File: config.mk
export PLATFORM = sky130hd
export DESIGN_NAME = mem_arbiter
export DESIGN_NICKNAME = d
export VERILOG_FILES = /design/src/rtl/mem_arbiter.sv
export SDC_FILE = /design/constraint.sdc
export NUM_CORES = 2
export LEC_CHECK = 0
export BUFFER_PORTS_ARGS = -buffer_cell sky130_fd_sc_hd__buf_4
export CORE_AREA = 2 2 538 540
export CTS_CLUSTER_SIZE = 8
export DETAILED_ROUTE_END_ITERATION = 16
export DIE_AREA = 0 0 540 542
export SYNTH_ARGS = -nofsm -noshare
export SYNTH_HDL_FRONTEND = slang
export SYNTH_SLANG_ARGS = --single-unit
File: constraint.sdc
create_clock -name clk -period 43.5 [get_ports clk]
set_clock_uncertainty 0.15 [all_clocks]
set_input_delay 2.175 -clock clk [delete_from_list [all_inputs] [get_ports clk]]
set_output_delay 2.175 -clock clk [all_outputs]
set_load 0.05 [all_outputs]
File: src/rtl/mem_arbiter.sv
// Two-requester (I-cache / D-cache) round-robin arbiter in front of a single-outstanding main-memory port.
// Latency: grant edge to resp edge = 2 + memory latency cycles; mem_req holds with stable fields while mem_ready is low.
module mem_arbiter #(
  parameter int ADDR_WIDTH = 32,
  parameter int BLOCK_BITS = 256
) (
  input  logic                  clk,
  input  logic                  rst,
  input  logic                  r0_req,
  input  logic                  r0_rw,
  input  logic [ADDR_WIDTH-1:0] r0_addr,
  input  logic [BLOCK_BITS-1:0] r0_wdata,
  input  logic                  r1_req,
  input  logic                  r1_rw,
  input  logic [ADDR_WIDTH-1:0] r1_addr,
  input  logic [BLOCK_BITS-1:0] r1_wdata,
  output logic                  r0_resp,
  output logic                  r1_resp,
  output logic [BLOCK_BITS-1:0] rdata,
  output logic                  mem_req,
  output logic                  mem_rw,
  output logic [ADDR_WIDTH-1:0] mem_addr,
  output logic [BLOCK_BITS-1:0] mem_wdata,
  input  logic                  mem_ready,
  input  logic                  mem_resp,
  input  logic [BLOCK_BITS-1:0] mem_rdata,
  output logic                  busy
);

  typedef enum logic [1:0] {IDLE, ISSUE, WAIT, DONE} state_t;

  typedef struct packed {
    logic                  rw;
    logic [ADDR_WIDTH-1:0] addr;
    logic [BLOCK_BITS-1:0] wdata;
  } req_t;

  state_t state;
  logic   owner;
  logic   last_grant;
  logic   grant;
  req_t   sel_req;

  // On a tie the requester not granted last wins; a lone request wins outright.
  always_comb begin
    grant = r1_req;
    if (r0_req && r1_req) begin
      grant = ~last_grant;
    end
    if (grant) begin
      sel_req.rw    = r1_rw;
      sel_req.addr  = r1_addr;
      sel_req.wdata = r1_wdata;
    end else begin
      sel_req.rw    = r0_rw;
      sel_req.addr  = r0_addr;
      sel_req.wdata = r0_wdata;
    end
  end

  assign busy = (state != IDLE);

  always_ff @(posedge clk or posedge rst) begin
    if (rst) begin
      state      <= IDLE;
      owner      <= 1'b0;
      last_grant <= 1'b1;
      mem_req    <= 1'b0;
      mem_rw     <= 1'b0;
      mem_addr   <= '0;
      mem_wdata  <= '0;
      r0_resp    <= 1'b0;
      r1_resp    <= 1'b0;
      rdata      <= '0;
    end else begin
      case (state)
        IDLE: begin
          if (r0_req || r1_req) begin
            owner      <= grant;
            last_grant <= grant;
            mem_req    <= 1'b1;
            mem_rw     <= sel_req.rw;
            mem_addr   <= sel_req.addr;
            mem_wdata  <= sel_req.wdata;
            state      <= ISSUE;
          end
        end
        ISSUE: begin
          if (mem_ready) begin
            mem_req <= 1'b0;
            state   <= WAIT;
          end
        end
        WAIT: begin
          // Write completions also return mem_rdata so both directions look alike to the caches.
          if (mem_resp) begin
            rdata   <= mem_rdata;
            r0_resp <= ~owner;
            r1_resp <= owner;
            state   <= DONE;
          end
        end
        DONE: begin
          r0_resp <= 1'b0;
          r1_resp <= 1'b0;
          state   <= IDLE;
        end
        default: state <= IDLE;
      endcase
    end
  end

endmodule

After elaboration in Yosys (flattened, before gate mapping). Cells that the tools add are included.

Memories kept: 0. Word-level logic and storage cells: 42. ROM bits: 0. Input bits: 840. Bits in latches: 0. Register bits after elaboration: 552. Bits in writable memories: 0. Output and inout bits: 549.

Bitwise operators: 2. Div/mod/pow operators: 0. Equality and inequality tests: 6. Shifts and indexed selects: 0. $mul: 0. Mux-type cells: 13. Reductions and logical operators: 11. $lt $le $gt $ge: 0. $add $sub $neg: 0.

Operators by type and width (number): $mux W289 (1); $pmux W2 S4 (1); $mux W2 (3); $ne A2 B2 Y1 const B (3); $pmux W1 S2 (3); $reduce_and A2 Y1 (3); $reduce_and A3 Y1 (2); $reduce_bool A2 Y1 (3); $mux W1 (5); $eq A2 B2 Y1 const B (2); $eq A2 B1 Y1 const B (1); $logic_not A2 Y1 (1); $not A1 Y1 (2); $logic_and A1 B1 Y1 (1); $logic_or A1 B1 Y1 (1).

Longest topological paths before layout.
Word-level depth: 3. Mapped depth: 8. Mapped depth without buffers: 5.

Least setup slack after synthesis. OpenSTA, ideal clock, no wires.

Path type: flip-flop to output port. Start: register state[0]. End: output port busy. Stages on the path, launching flop included: 4. Path slack: 40.144 ns. Data required time: 41.175 ns. Path buffers: 0. Arrival: 1.031 ns. Path through: dfrtp_1 inv_1 ha_1 inv_1.

Longest elaborated chain between the ends: 1.

Ends and longest elaborated chain: start, declared (RTL line 38) `state_t state;`; start signal, assigned (RTL line 65) `state <= IDLE;`; start signal, assigned (RTL line 85) `state <= ISSUE;`; start signal, assigned (RTL line 91) `state <= WAIT;`; $reduce_bool A2 Y1 (RTL line 61) `assign busy = (state != IDLE);`; end, declared (RTL line 27) `output logic busy`.

No other way between the ends.

Worst setup path after layout.
Start: input port r1_req. End: register mem_wdata[70].

Longest elaborated chain between the ends: 3. Elaborated cells between the ends (all ways): 5. Classes of those cells: mux (2); reduce/logical (3).

Ends and longest elaborated chain: start, declared (RTL line 13) `input logic r1_req,`; $logic_and A1 B1 Y1 (RTL line 47) `if (r0_req && r1_req) begin`; $mux W1 (RTL line 47); $mux W289 (RTL line 50) `if (grant) begin`; end signal, assigned (RTL line 84) `mem_wdata <= sel_req.wdata;`; end, declared (RTL line 23) `output logic [BLOCK_BITS-1:0] mem_wdata,`.

Several ways; a longest one is shown, not always the timed one. A chain may end at the register's enable or synchronous reset.

==> qor.yml <==
syn_inst: 2155
cts_sinks: 552
fin_nets: 4351
fin_cells: 7365
seqPwrFrac: 0.239
drt-total-wl_mm: 221
route.detailed.drc: 0
hold_depth: 1
gr-usage-all-layers: 0.145
p_leak_nw: 17.9
antenna_left: 0
cp_slowest_cell: "buf_4"
p_sw_frac: 0.554
start_util: 0.0793
firstDrtPassIters: 5
routabilityCongestion: 1.02
crit_buf_inv: 6
worstPathArrival_ps: 6780
rows: 197
tritoncts: "yes"
syn-num-nets: 2999
hp-class: "register to register"
antenna_found_initial: 151
yosysWarnings: 0
power_mw: 4.03
p_int_mw: 1.80
power.net_switching_mw: 2.23
ff2ff_setup_slack_ps: 38400
drive_above_1_share: 0.506
routedWlPerCell_um: 30.0
crit_path_start: "r1_req"
cp-end-kind: "register"
worstReg2RegEnd: "mem_wdata[70]$_DFFE_PP0P_"
finalHoldViolCount: 0
cts_resized: 0
postCtsSetupBuffers: 0
final_util: 0.140
syn_to_final_growth_pct: 76.4
cp_top_family: "buffers and inverters"
routed_via_density: 3.18
dp_slack_ps: 36590
grt_first_pass_wirelength_mm: 272
fillerInstances: 32700
cts_root_buf: "clkbuf_16"
cts_buffer_depth: 4
crit_top_cell: "buf_4"
r2r_cells: 8
holdWs_ps: 352
grt_overflow: 0
vias: 23400
irDropWorstVdd_mv: 0.0567
placed_cell_area_um2: 37500
h-tree-depth: 3
worstPathRequired_ps: 44040
cpPeakStageDelay_ps: 750
hold_buffers: 0
clk_pin_slew_ps: 60
status: "complete, no violations"
pwr-share-comb: 0.593
power.density_nw_per_um2: 100
grt_max_degree: 132
first_iter_violations: 1655
numCtsBuffers: 88
clkPwrFrac: 0.168
placedCellCount: 7198
fp.dieH_um: 542
setup_tns_ps: 0
syn_area_um2: 22800
grt_pass1_vias: 23500
synthDistinctLibCells: 24
slew_headroom: 0.376
die_w_um: 540
finalCriticalPeriod_ps: 6250
yosys_register_bits: 552
port-buffer-count: 1388
clk_latency_ps: 820
path_class: "input pin to register"
worst_setup_path_start_kind: "input pin"
die_area_um2: 293000
setup_ws_ps: 37250
setup_viol: 0
yosysSeqAreaShare: 0.607
drv_slew: 0
place.detailed.hpwl_mm: 191
io_pins: 1389
drv_cap: 0
coreArea_um2: 287000
reg2reg_from: "last_grant$_DFFE_PP1P_"
min_to: "rdata[0]$_DFFE_PP0P_"
min_period_over_period: 0.144
path_cells: "buf_4 -> a21boi_4 -> buf_4 -> buf_4 -> buf_4 -> buf_4 -> buf_4 -> a21oi_1 -> a21oi_1"
min_from: "rdata[0]$_DFFE_PP0P_"
synth_area_per_cell_um2: 10.6
fin_area_um2: 40100
rsz0062_at_grt: "false"
path_max_fanout: 70
worst_pin_slew_ps: 937
fmax_mhz: 160
cells in the final DEF, fill, tap and decap left out, types with 2 or more instances in the layout:
| master | n |
|---|---|
| o21ai_0 | 2 |
| clkbuf_8 | 4 |
| mux2_2 | 257 |
| bufinv_16 | 5 |
| nor2_1 | 291 |
| a22o_1 | 4 |
| ha_1 | 4 |
| buf_4 | 1415 |
| clkinv_2 | 3 |
| clkbuf_1 | 13 |
| nor2b_1 | 2 |
| dfrtp_1 | 551 |
| clkbuf_16 | 88 |
| nand2_1 | 293 |
| inv_1 | 5 |
| buf_12 | 3 |
| clkinv_8 | 2 |
| a21oi_1 | 579 |
| diode_2 | 49 |
kinds of logic after synthesis:
group / Yosys count / synth area share
simple gates: 587 / 0.0970
mux: 257 / 0.127
buf+inv: 162 / 0.0346
compound gates: 593 / 0.132
flops: 552 / 0.607
fa+ha+maj: 4 / 0.00220
per-layer routing:
metal | global-route usage | vias to the layer above | wire [um]
li1 | - | 10000 | -
met1 | 0.173 | 11500 | 89000
met2 | 0.211 | 1472 | 92300
met3 | 0.0909 | 362 | 31500
met4 | 0.0482 | 80 | 7710
met5 | 0 | - | 555
Yosys cell counts:
master | count | share of area
a22o_1 | 4 | 0.0015
a21bo_2 | 1 | 0.00044
o21ai_1 | 1 | 0.00022
inv_1 | 6 | 0.00099
o21ai_0 | 2 | 0.00044
a31oi_1 | 1 | 0.00028
dfstp_2 | 1 | 0.0012
mux2_2 | 257 | 0.13
o21a_1 | 1 | 0.00033
a21oi_1 | 579 | 0.13
a21boi_1 | 1 | 0.00033
o32a_1 | 1 | 0.00044
buf_2 | 111 | 0.024
nand2_1 | 294 | 0.048
buf_1 | 6 | 0.00099
a221oi_1 | 1 | 0.00038
buf_4 | 5 | 0.0016
ha_1 | 4 | 0.0022
dfrtp_1 | 551 | 0.61
o311ai_0 | 1 | 0.00038
nor2b_1 | 2 | 0.00055
buf_6 | 3 | 0.0015
clkbuf_1 | 31 | 0.0051
nor2_1 | 291 | 0.048
layout make-up:
cell class | count | area [um2] | area share
Multi-Input combinational cell | 1441 | 8200 | 0.204
Tap cell | 3781 | 4730 | 0.118
Antenna cell | 49 | 123 | 0.00305
Clock inverter | 13 | 255 | 0.00636
Timing Repair Buffer | 1418 | 10700 | 0.266
Clock buffer | 105 | 2310 | 0.0574
Sequential cell | 552 | 13800 | 0.344
Inverter | 6 | 30.0 | 0.000748
worst max path at each step:
stage | end | slack [ps] | depth (start not counted)
6_report | mem_wdata[70]$_DFFE_PP0P_ | 37250 | 9
3_3_place_gp | mem_wdata[57]$_DFFE_PP0P_ | 36620 | 9
3_5_place_dp | mem_wdata[73]$_DFFE_PP0P_ | 36590 | 9
2_1_floorplan | mem_addr[0]$_DFFE_PP0P_ | 25740 | 1
5_1_grt | mem_wdata[70]$_DFFE_PP0P_ | 37130 | 9
4_1_cts | mem_wdata[73]$_DFFE_PP0P_ | 37410 | 9
flip-flops by register name, indices dropped and copies added, names as in the netlist:
name,cells
r0_resp,1
mem_req,1
mem_addr,32
last_grant,1
mem_rw,1
r1_resp,1
mem_wdata,256
rdata,256
owner,1
state,2
power by group through the flow:
stage / clock network, mW / logic, mW / registers (mW)
2_1_floorplan: 0 / 0.465 / 1.82
3_3_place_gp: 0 / 2.45 / 0.954
3_5_place_dp: 0 / 2.45 / 0.959
4_1_cts: 0.702 / 2.45 / 0.958
5_1_grt: 0.717 / 2.53 / 0.990
6_report: 0.677 / 2.39 / 0.962
No activity file was read; power rests on OpenSTA's default activity.
